`src/rtl/mem_port_arbiter_pkg.sv`:
```
// +----------------------------------------------------------------------+
// | mem_port_arbiter_pkg : shared encodings and defaults for the arbiter |
// | Rev 1.0                                                              |
// +----------------------------------------------------------------------+
`default_nettype none

package mem_port_arbiter_pkg;

    typedef enum logic [1:0] {
        ST_IDLE   = 2'b00,
        ST_ACCESS = 2'b01,
        ST_DONE   = 2'b10
    } state_e;

    typedef enum logic {
        OWN_IF = 1'b0,
        OWN_LS = 1'b1
    } owner_e;

    localparam int unsigned DEF_WORD_SIZE  = 32;
    localparam int unsigned DEF_MEM_LAT    = 2;
    localparam int unsigned DEF_STARVE_MAX = 3;
    // Wide enough for MEM_LAT and STARVE_MAX up to 15
    localparam int unsigned CNT_W          = 4;

endpackage

`default_nettype wire

```
`src/rtl/mem_port_arbiter_arb_priority_pick.sv`:
```
// +----------------------------------------------------------------------+
// | arb_priority_pick : fixed-priority pick, LS first unless IF starved  |
// | Rev 1.0                                                              |
// +----------------------------------------------------------------------+
`default_nettype none

module arb_priority_pick
    import mem_port_arbiter_pkg::*;
(
    input  logic   if_req_i,
    input  logic   ls_req_i,
    input  logic   starved_i,
    output logic   grant_o,
    output owner_e owner_o
);

    always_comb begin
        grant_o = if_req_i | ls_req_i;
        owner_o = OWN_LS;
        if (if_req_i && (!ls_req_i || starved_i)) begin
            owner_o = OWN_IF;
        end
    end

endmodule

`default_nettype wire

```
`src/rtl/mem_port_arbiter.sv`:
```
// +----------------------------------------------------------------------+
// | mem_port_arbiter : shares one memory port between fetch and ld/st    |
// | Rev 1.0                                                              |
// +----------------------------------------------------------------------+
`default_nettype none

module mem_port_arbiter
    import mem_port_arbiter_pkg::*;
#(
    parameter int unsigned WORD_SIZE  = DEF_WORD_SIZE,
    parameter int unsigned MEM_LAT    = DEF_MEM_LAT,
    parameter int unsigned STARVE_MAX = DEF_STARVE_MAX
) (
    input  logic                 clk_i,
    input  logic                 rst_ni,
    input  logic                 if_req_i,
    input  logic [WORD_SIZE-1:0] if_addr_i,
    output logic                 if_done_o,
    output logic [WORD_SIZE-1:0] if_rdata_o,
    input  logic                 ls_req_i,
    input  logic                 ls_we_i,
    input  logic [WORD_SIZE-1:0] ls_addr_i,
    input  logic [WORD_SIZE-1:0] ls_wdata_i,
    output logic                 ls_done_o,
    output logic [WORD_SIZE-1:0] ls_rdata_o,
    output logic [WORD_SIZE-1:0] mem_addr_o,
    output logic [WORD_SIZE-1:0] mem_wdata_o,
    output logic                 mem_re_o,
    output logic                 mem_we_o,
    input  logic [WORD_SIZE-1:0] mem_rdata_i
);

    localparam logic [CNT_W-1:0] c_beat_init  = CNT_W'(MEM_LAT - 1);
    localparam logic [CNT_W-1:0] c_starve_max = CNT_W'(STARVE_MAX);

    state_e               state_q,    state_d;
    owner_e               owner_q,    owner_d;
    logic [WORD_SIZE-1:0] addr_q,     addr_d;
    logic [WORD_SIZE-1:0] wdata_q,    wdata_d;
    logic                 we_q,       we_d;
    logic [CNT_W-1:0]     beat_q,     beat_d;
    logic [CNT_W-1:0]     starve_q,   starve_d;
    logic [WORD_SIZE-1:0] if_rdata_q, if_rdata_d;
    logic [WORD_SIZE-1:0] ls_rdata_q, ls_rdata_d;

    logic   w_grant;
    owner_e w_owner;

    arb_priority_pick u_pick (
        .if_req_i  (if_req_i),
        .ls_req_i  (ls_req_i),
        .starved_i (starve_q == c_starve_max),
        .grant_o   (w_grant),
        .owner_o   (w_owner)
    );

    always_ff @(posedge clk_i or negedge rst_ni) begin
        if (!rst_ni) begin
            state_q    <= ST_IDLE;
            owner_q    <= OWN_IF;
            addr_q     <= '0;
            wdata_q    <= '0;
            we_q       <= 1'b0;
            beat_q     <= '0;
            starve_q   <= '0;
            if_rdata_q <= '0;
            ls_rdata_q <= '0;
        end else begin
            state_q    <= state_d;
            owner_q    <= owner_d;
            addr_q     <= addr_d;
            wdata_q    <= wdata_d;
            we_q       <= we_d;
            beat_q     <= beat_d;
            starve_q   <= starve_d;
            if_rdata_q <= if_rdata_d;
            ls_rdata_q <= ls_rdata_d;
        end
    end

    always_comb begin
        state_d    = state_q;
        owner_d    = owner_q;
        addr_d     = addr_q;
        wdata_d    = wdata_q;
        we_d       = we_q;
        beat_d     = beat_q;
        starve_d   = starve_q;
        if_rdata_d = if_rdata_q;
        ls_rdata_d = ls_rdata_q;
        mem_re_o   = 1'b0;
        mem_we_o   = 1'b0;
        if_done_o  = 1'b0;
        ls_done_o  = 1'b0;

        case (state_q)
            ST_IDLE: begin
                if (w_grant) begin
                    state_d = ST_ACCESS;
                    owner_d = w_owner;
                    beat_d  = c_beat_init;
                    if (w_owner == OWN_IF) begin
                        addr_d   = if_addr_i;
                        we_d     = 1'b0;
                        starve_d = '0;
                    end else begin
                        addr_d  = ls_addr_i;
                        wdata_d = ls_wdata_i;
                        we_d    = ls_we_i;
                        // Only a waiting fetch makes an LS grant count toward starvation
                        if (!if_req_i) begin
                            starve_d = '0;
                        end else if (starve_q != c_starve_max) begin
                            starve_d = starve_q + CNT_W'(1);
                        end
                    end
                end
            end
            ST_ACCESS: begin
                mem_re_o = !we_q;
                mem_we_o = we_q && (beat_q == '0);
                beat_d   = beat_q - CNT_W'(1);
                if (beat_q == '0) begin
                    state_d = ST_DONE;
                    beat_d  = '0;
                    if (!we_q) begin
                        if (owner_q == OWN_IF) begin
                            if_rdata_d = mem_rdata_i;
                        end else begin
                            ls_rdata_d = mem_rdata_i;
                        end
                    end
                end
            end
            ST_DONE: begin
                if_done_o = (owner_q == OWN_IF);
                ls_done_o = (owner_q == OWN_LS);
                state_d   = ST_IDLE;
            end
            default: state_d = ST_IDLE;
        endcase
    end

    assign mem_addr_o  = addr_q;
    assign mem_wdata_o = wdata_q;
    assign if_rdata_o  = if_rdata_q;
    assign ls_rdata_o  = ls_rdata_q;

endmodule

`default_nettype wire
```
`config.mk`:
```
export PLATFORM = sky130hd
export DESIGN_NAME = mem_port_arbiter
export DESIGN_NICKNAME = d
export VERILOG_FILES = /design/src/rtl/mem_port_arbiter_pkg.sv /design/src/rtl/mem_port_arbiter_arb_priority_pick.sv /design/src/rtl/mem_port_arbiter.sv
export SDC_FILE = /design/constraint.sdc
export NUM_CORES = 1
export LEC_CHECK = 0
export ABC_CLOCK_PERIOD_IN_PS = 4650
export CAP_MARGIN = 10
export CORE_UTILIZATION = 31
export CTS_CLUSTER_DIAMETER = 150
export DETAILED_ROUTE_END_ITERATION = 16
export PLACE_DENSITY = 0.69
export SYNTH_ARGS = -nofsm -noshare
export SYNTH_HDL_FRONTEND = slang
export SYNTH_SLANG_ARGS = --single-unit
```
`constraint.sdc`:
```
create_clock -name clk_i -period 4.65 [get_ports clk_i]
set_input_delay 0.93 -clock clk_i [delete_from_list [all_inputs] [get_ports clk_i]]
set_output_delay 0.93 -clock clk_i [all_outputs]
set_load 0.005 [all_outputs]
```
Word level (Yosys, flattened, before mapping)
Index checks and enable logic that the tools add are counted.

word-level totals
  register bits after elaboration = 140
  word-level logic and storage cells = 53
  bits of input ports = 133
  output and inout port bits = 132

cells by class
  bitwise logic cells = 4
  $add $sub $neg = 2
  reductions and logical operators = 15
  mux-type cells = 16
  eq/ne operators = 7

operators with widths
  kind                 number
  $mux 32              1
  $mux 4               5
  $pmux 4 s2           1
  $reduce_and 4->1     2
  $mux 1               6
  $reduce_and 2->1     3
  $reduce_and 3->1     2
  $add 4x1->4 const B  1
  $eq 4x2->1 const B   1
  $logic_not 4->1      1
  $mux 2               2
  $ne 4x2->1 const B   1
  $pmux 2 s2           1
  $sub 4x1->4 const B  1
  $ne 3x1->1 const B   1
  $not 1->1            3
  $eq 2x1->1 const B   1
  $eq 2x2->1 const B   1
  $logic_and 1x1->1    2
  $logic_not 1->1      2
  $logic_not 2->1      1
  $ne 2x1->1 const B   1
  $ne 2x2->1 const B   1
  $reduce_bool 2->1    1
  2 further kinds      2

Longest topological paths before layout
  depth in word-level cells = 5
  gate-level depth with buffers = 7
  mapped depth without buffers = 5

Hierarchy
Synthesis repeated with hierarchy kept, for this count alone.

second synthesis, totals
  cell total of the unflattened synthesis = 410
  area, all modules = 5766.8 µm²

modules (own cells, without submodules)
  module             area an instance (µm²)  cells each  times used
  mem_port_arbiter   5751.8                  407         1
  arb_priority_pick  15.0                    3           1

Worst setup path after synthesis
OpenSTA, ideal clock, no wires.

  path type = input -> register
  start point = in ls_req_i
  end point = reg beat_q[0]
  stages on the path = 6
  path buffers = 3
  arrival time = 1.942 ns
  setup time = 0.131 ns
  path slack = 2.577 ns
  path through = buf_2 -> or2_2 -> buf_2 -> buf_1 -> a21oi_1 -> o22ai_1

on the way
  cells in the longest elaborated chain, start to end = 3

ends and longest elaborated chain
  element                            line                                      RTL
  start: declaration                 mem_port_arbiter.sv:20                    input logic ls_req_i,
  $or 1x1->1                         mem_port_arbiter_arb_priority_pick.sv:18  grant_o = if_req_i | ls_req_i;
  $ne 2x1->1 (no source line)        -
  $reduce_and 2->1 (no source line)  -
  end signal: assignment             mem_port_arbiter.sv:74                    beat_q <= beat_d;
  end: declaration                   mem_port_arbiter.sv:41                    logic [CNT_W-1:0] beat_q, beat_d;

No other way between the ends.
A chain may end at the register's enable or synchronous reset.

Worst setup path in the final report
  start point = reg beat_q[0]
  end point = out mem_we_o

on the way
  cells in the longest elaborated chain, start to end = 3

ends and longest elaborated chain
  element            line                     RTL
  $logic_not 4->1    mem_port_arbiter.sv:121  mem_we_o = we_q && (beat_q == '0);
  $logic_and 1x1->1  mem_port_arbiter.sv:121
  $mux 1             mem_port_arbiter.sv:96   case (state_q)
  end: declaration   mem_port_arbiter.sv:29   output logic mem_we_o,

No other way between the ends.

==> metrics.csv <==
metric,value,unit
most used cells in the layout excluding fill and tap cells,"clkdlybuf4s50_1 (263), dfrtp_1 (140), mux2_2 (64)",
standard-cell rows,50,
clock insertion delay at the later pin of the skew report,0.42,ns
CTS H-Tree Depth,4,
mapped cell area,5900,um2
share of Yosys cell area claimed by the top area cell type,59.4,%
WHS,0.483,ns
slew at the pin with the worst max-slew slack,1.20,ns
via total after detailed routing,4825,
portion of the post-synthesis area used by sequential elements,59.4,%
sequential fraction of design power,34.9,%
post-route core utilization,50.0,%
reg2reg path depth,5,
power spent charging and discharging nets,1.85,mW
CP peak stage delay,0.56,ns
residual DRC count,0,
CTS Hold Bufs,0,
vias in the first global route,4994,
Hold WC Path Type,reg -> reg,
maximum buffer depth of the clock tree,2,
Int Pwr,4.38,mW
area growth from synthesis to final layout,58.6,%
routed wire length on met3,999,um
Fmax,0.320,GHz
total wire length,16.3,mm
placer's final routability congestion estimate,0.785,
CTS tree,built,
routed wirelength normalized by instance count,17.0,um
total track usage,17.2,%
"Req. time, crit path",3.72,ns
dominant cell type by area after synthesis,dfrtp_1,
Port Buf Inserts,264,
"leading cell type in the layout, fill and taps excluded",clkdlybuf4s50_1,
number of resized instances in the post-cts repair step,0,
number of search-and-repair iterations in the first detailed-routing pass,4,
final non-filler cell area,9360,um2
clock transition at the registers of the reported paths,0.06,ns
synthesized instance count,460,
fin crit share,67.3,%
Worst Setup End Kind,output pin,
final count of pins violating max slew,0,
final hold vios,0,
DRC violation total after the first TritonRoute iteration,176,
half-perimeter wire length after placement,11.3,mm
Detail Route Antenna Nets,0,
Initial Utilization,31.6,%
GR Overflow Total,0,
slowest library cell on the worst path,clkdlybuf4s50_1,
tightest slew margin relative to the limit,20.1,%
start-to-end type of the worst setup path,reg -> out,
relative contribution of combinational cells to total power,42.8,%
instance area at placement,8740,um2
Root Buffer,clkbuf_16,
CTS buffer count,17,
max capacitance violation total,0,
switching share of power,29.7,%
nets,847,
Via density,5.04,
series of cell instances along the critical path,inv_1 -> ha_1 -> nor3b_1 -> and3_1 -> clkdlybuf4s50_1,
final setup fails,0,
Core Area,18700,um2
skew final,0.00982,ns
top cells by area in the synthesized netlist,"dfrtp_1 (59%), mux2_2 (12%), mux2_1 (6.1%)",
RSZ-0062 raised after global routing,false,
highest routing layer actually used,met4,
number of distinct standard cells referenced by the synthesized netlist,38,
hold-critical path depth,1,
sort of element at the start of the critical path,flip-flop,
TritonCTS sink count,140,
crit-path max FO,4,
pin count of the biggest net entering global routing,118,
antenna diode count,0,
wire length of the first global-routing pass,26.2,mm
result of the run,"complete, no violations",
Die Span X,140,um
clock power share,22.2,%
routed length on met2,8.21,mm
Final Critical Period,3.13,ns
critical path arrival,2.20,ns
yosys warns,0,
Die Y-Extent,140,um
full die area,19600,um2
number of antenna violations at the first check in global routing,0,
proportion of layout cells with a drive suffix above 1,15.3,%
total power,6.22,mW
post-CTS setup buffer count,0,
maximum ir drop on the vdd rail,0.000294,V
count of boundary I/O pins,265,
synthesized netlist net count,595,
number of synthesized register bits,140,
standby leakage power,3.71,nW
average instance area after synthesis,12.8,um2
pwr dens,665,nW/um2
routed metal-1 wire length,6.79,mm
sum of negative setup slack,0,ns
-- final timing paths --
path | start | to | slack (ns)
worst max-delay path | beat_q[0] | mem_we_o | 1.52
worst min-delay path | if_rdata_o[22] | if_rdata_o[22] | 0.48
worst max register to register | beat_q[0] | ls_rdata_o[6] | 2.16
worst min register to register | if_rdata_o[22] | if_rdata_o[22] | 0.48
max in group asynchronous | rst_ni | mem_wdata_o[4] | 3.07
min in group asynchronous | rst_ni | ls_rdata_o[13] | 0.67
-- cell families (layout without fill, tap and decap cells) --
family	count (synthesis)	in the layout	share of synthesized area, %
flops	140	140	59.4
simple gates	100	100	10.1
mux	96	96	18.3
compound gates	80	80	8.65
buf+inv	41	305	3.01
fa+ha+maj	2	2	0.424
xor+xnor	1	1	0.148
-- metrics by stage --
step / setup WS (ns) / instances
after global routing: 1.37 / 958
after global placement: 1.51 / 926
final: 1.52 / 958
after detailed placement: 1.36 / 926
after CTS: 1.52 / 957
after floorplan: 2.58 / 460
-- synth_stat cells, drive strengths merged --
library cell and number:
or2 3, nor2b 1, o211ai 33, nor3 1, o21bai 1, nand2 6, or3b 2, and3 2
a32o 1, buf 16, nor2 3, or4 1, o311ai 1, o2bb2ai 4, inv 2, nand4 32
and3b 1, mux2 96, clkbuf 23, o21ai 38, ha 2, nand2b 3, o22ai 1, nand3 37
and2 1, a21oi 1, dfrtp 140, xnor2 1, nor4 1, nand4bb 1, nor3b 5
-- per-layer routing --
metal  global-route usage (%)  up-vias
li1                         -     2215
met1                     20.8     2371
met2                     28.9      213
met3                     4.62       26
met4                     7.17        0
met5                        0        -
-- cell type report --
| cell class | count | area [um2] |
|---|---|---|
| fillers | 1601 | 9350 |
| well taps | 234 | 293 |
| clock inverters | 10 | 139 |
| inverters | 2 | 7.51 |
| flip-flops and latches | 140 | 3500 |
| multi-input cells | 279 | 2240 |
| clock buffers | 21 | 470 |
| repair buffers | 272 | 2710 |
-- power by group through the flow --
stage	Combinational (mW)	Sequential, mW	Clock [mW]
after floorplan	1.10	2.19	0
after global placement	2.61	2.17	0
after detailed placement	2.69	2.19	0
after CTS	2.70	2.18	1.43
after global routing	2.87	2.25	1.49
final	2.67	2.17	1.38
-- critical path: cells and delay by family, from the launching register on --
kind,cells,cell delay [ns]
fa+ha+maj,1,0.20
simple gates,2,0.53
buf+inv,2,0.64
flops,1,0.41
-- flip-flops by register name, summed over array words and instances (netlist names) --
signal       flops
state_q          2
mem_wdata_o     32
ls_rdata_o      32
starve_q         4
beat_q           4
we_q             1
owner_q          1
if_rdata_o      32
mem_addr_o      32
(Power assumes the default switching activity.)
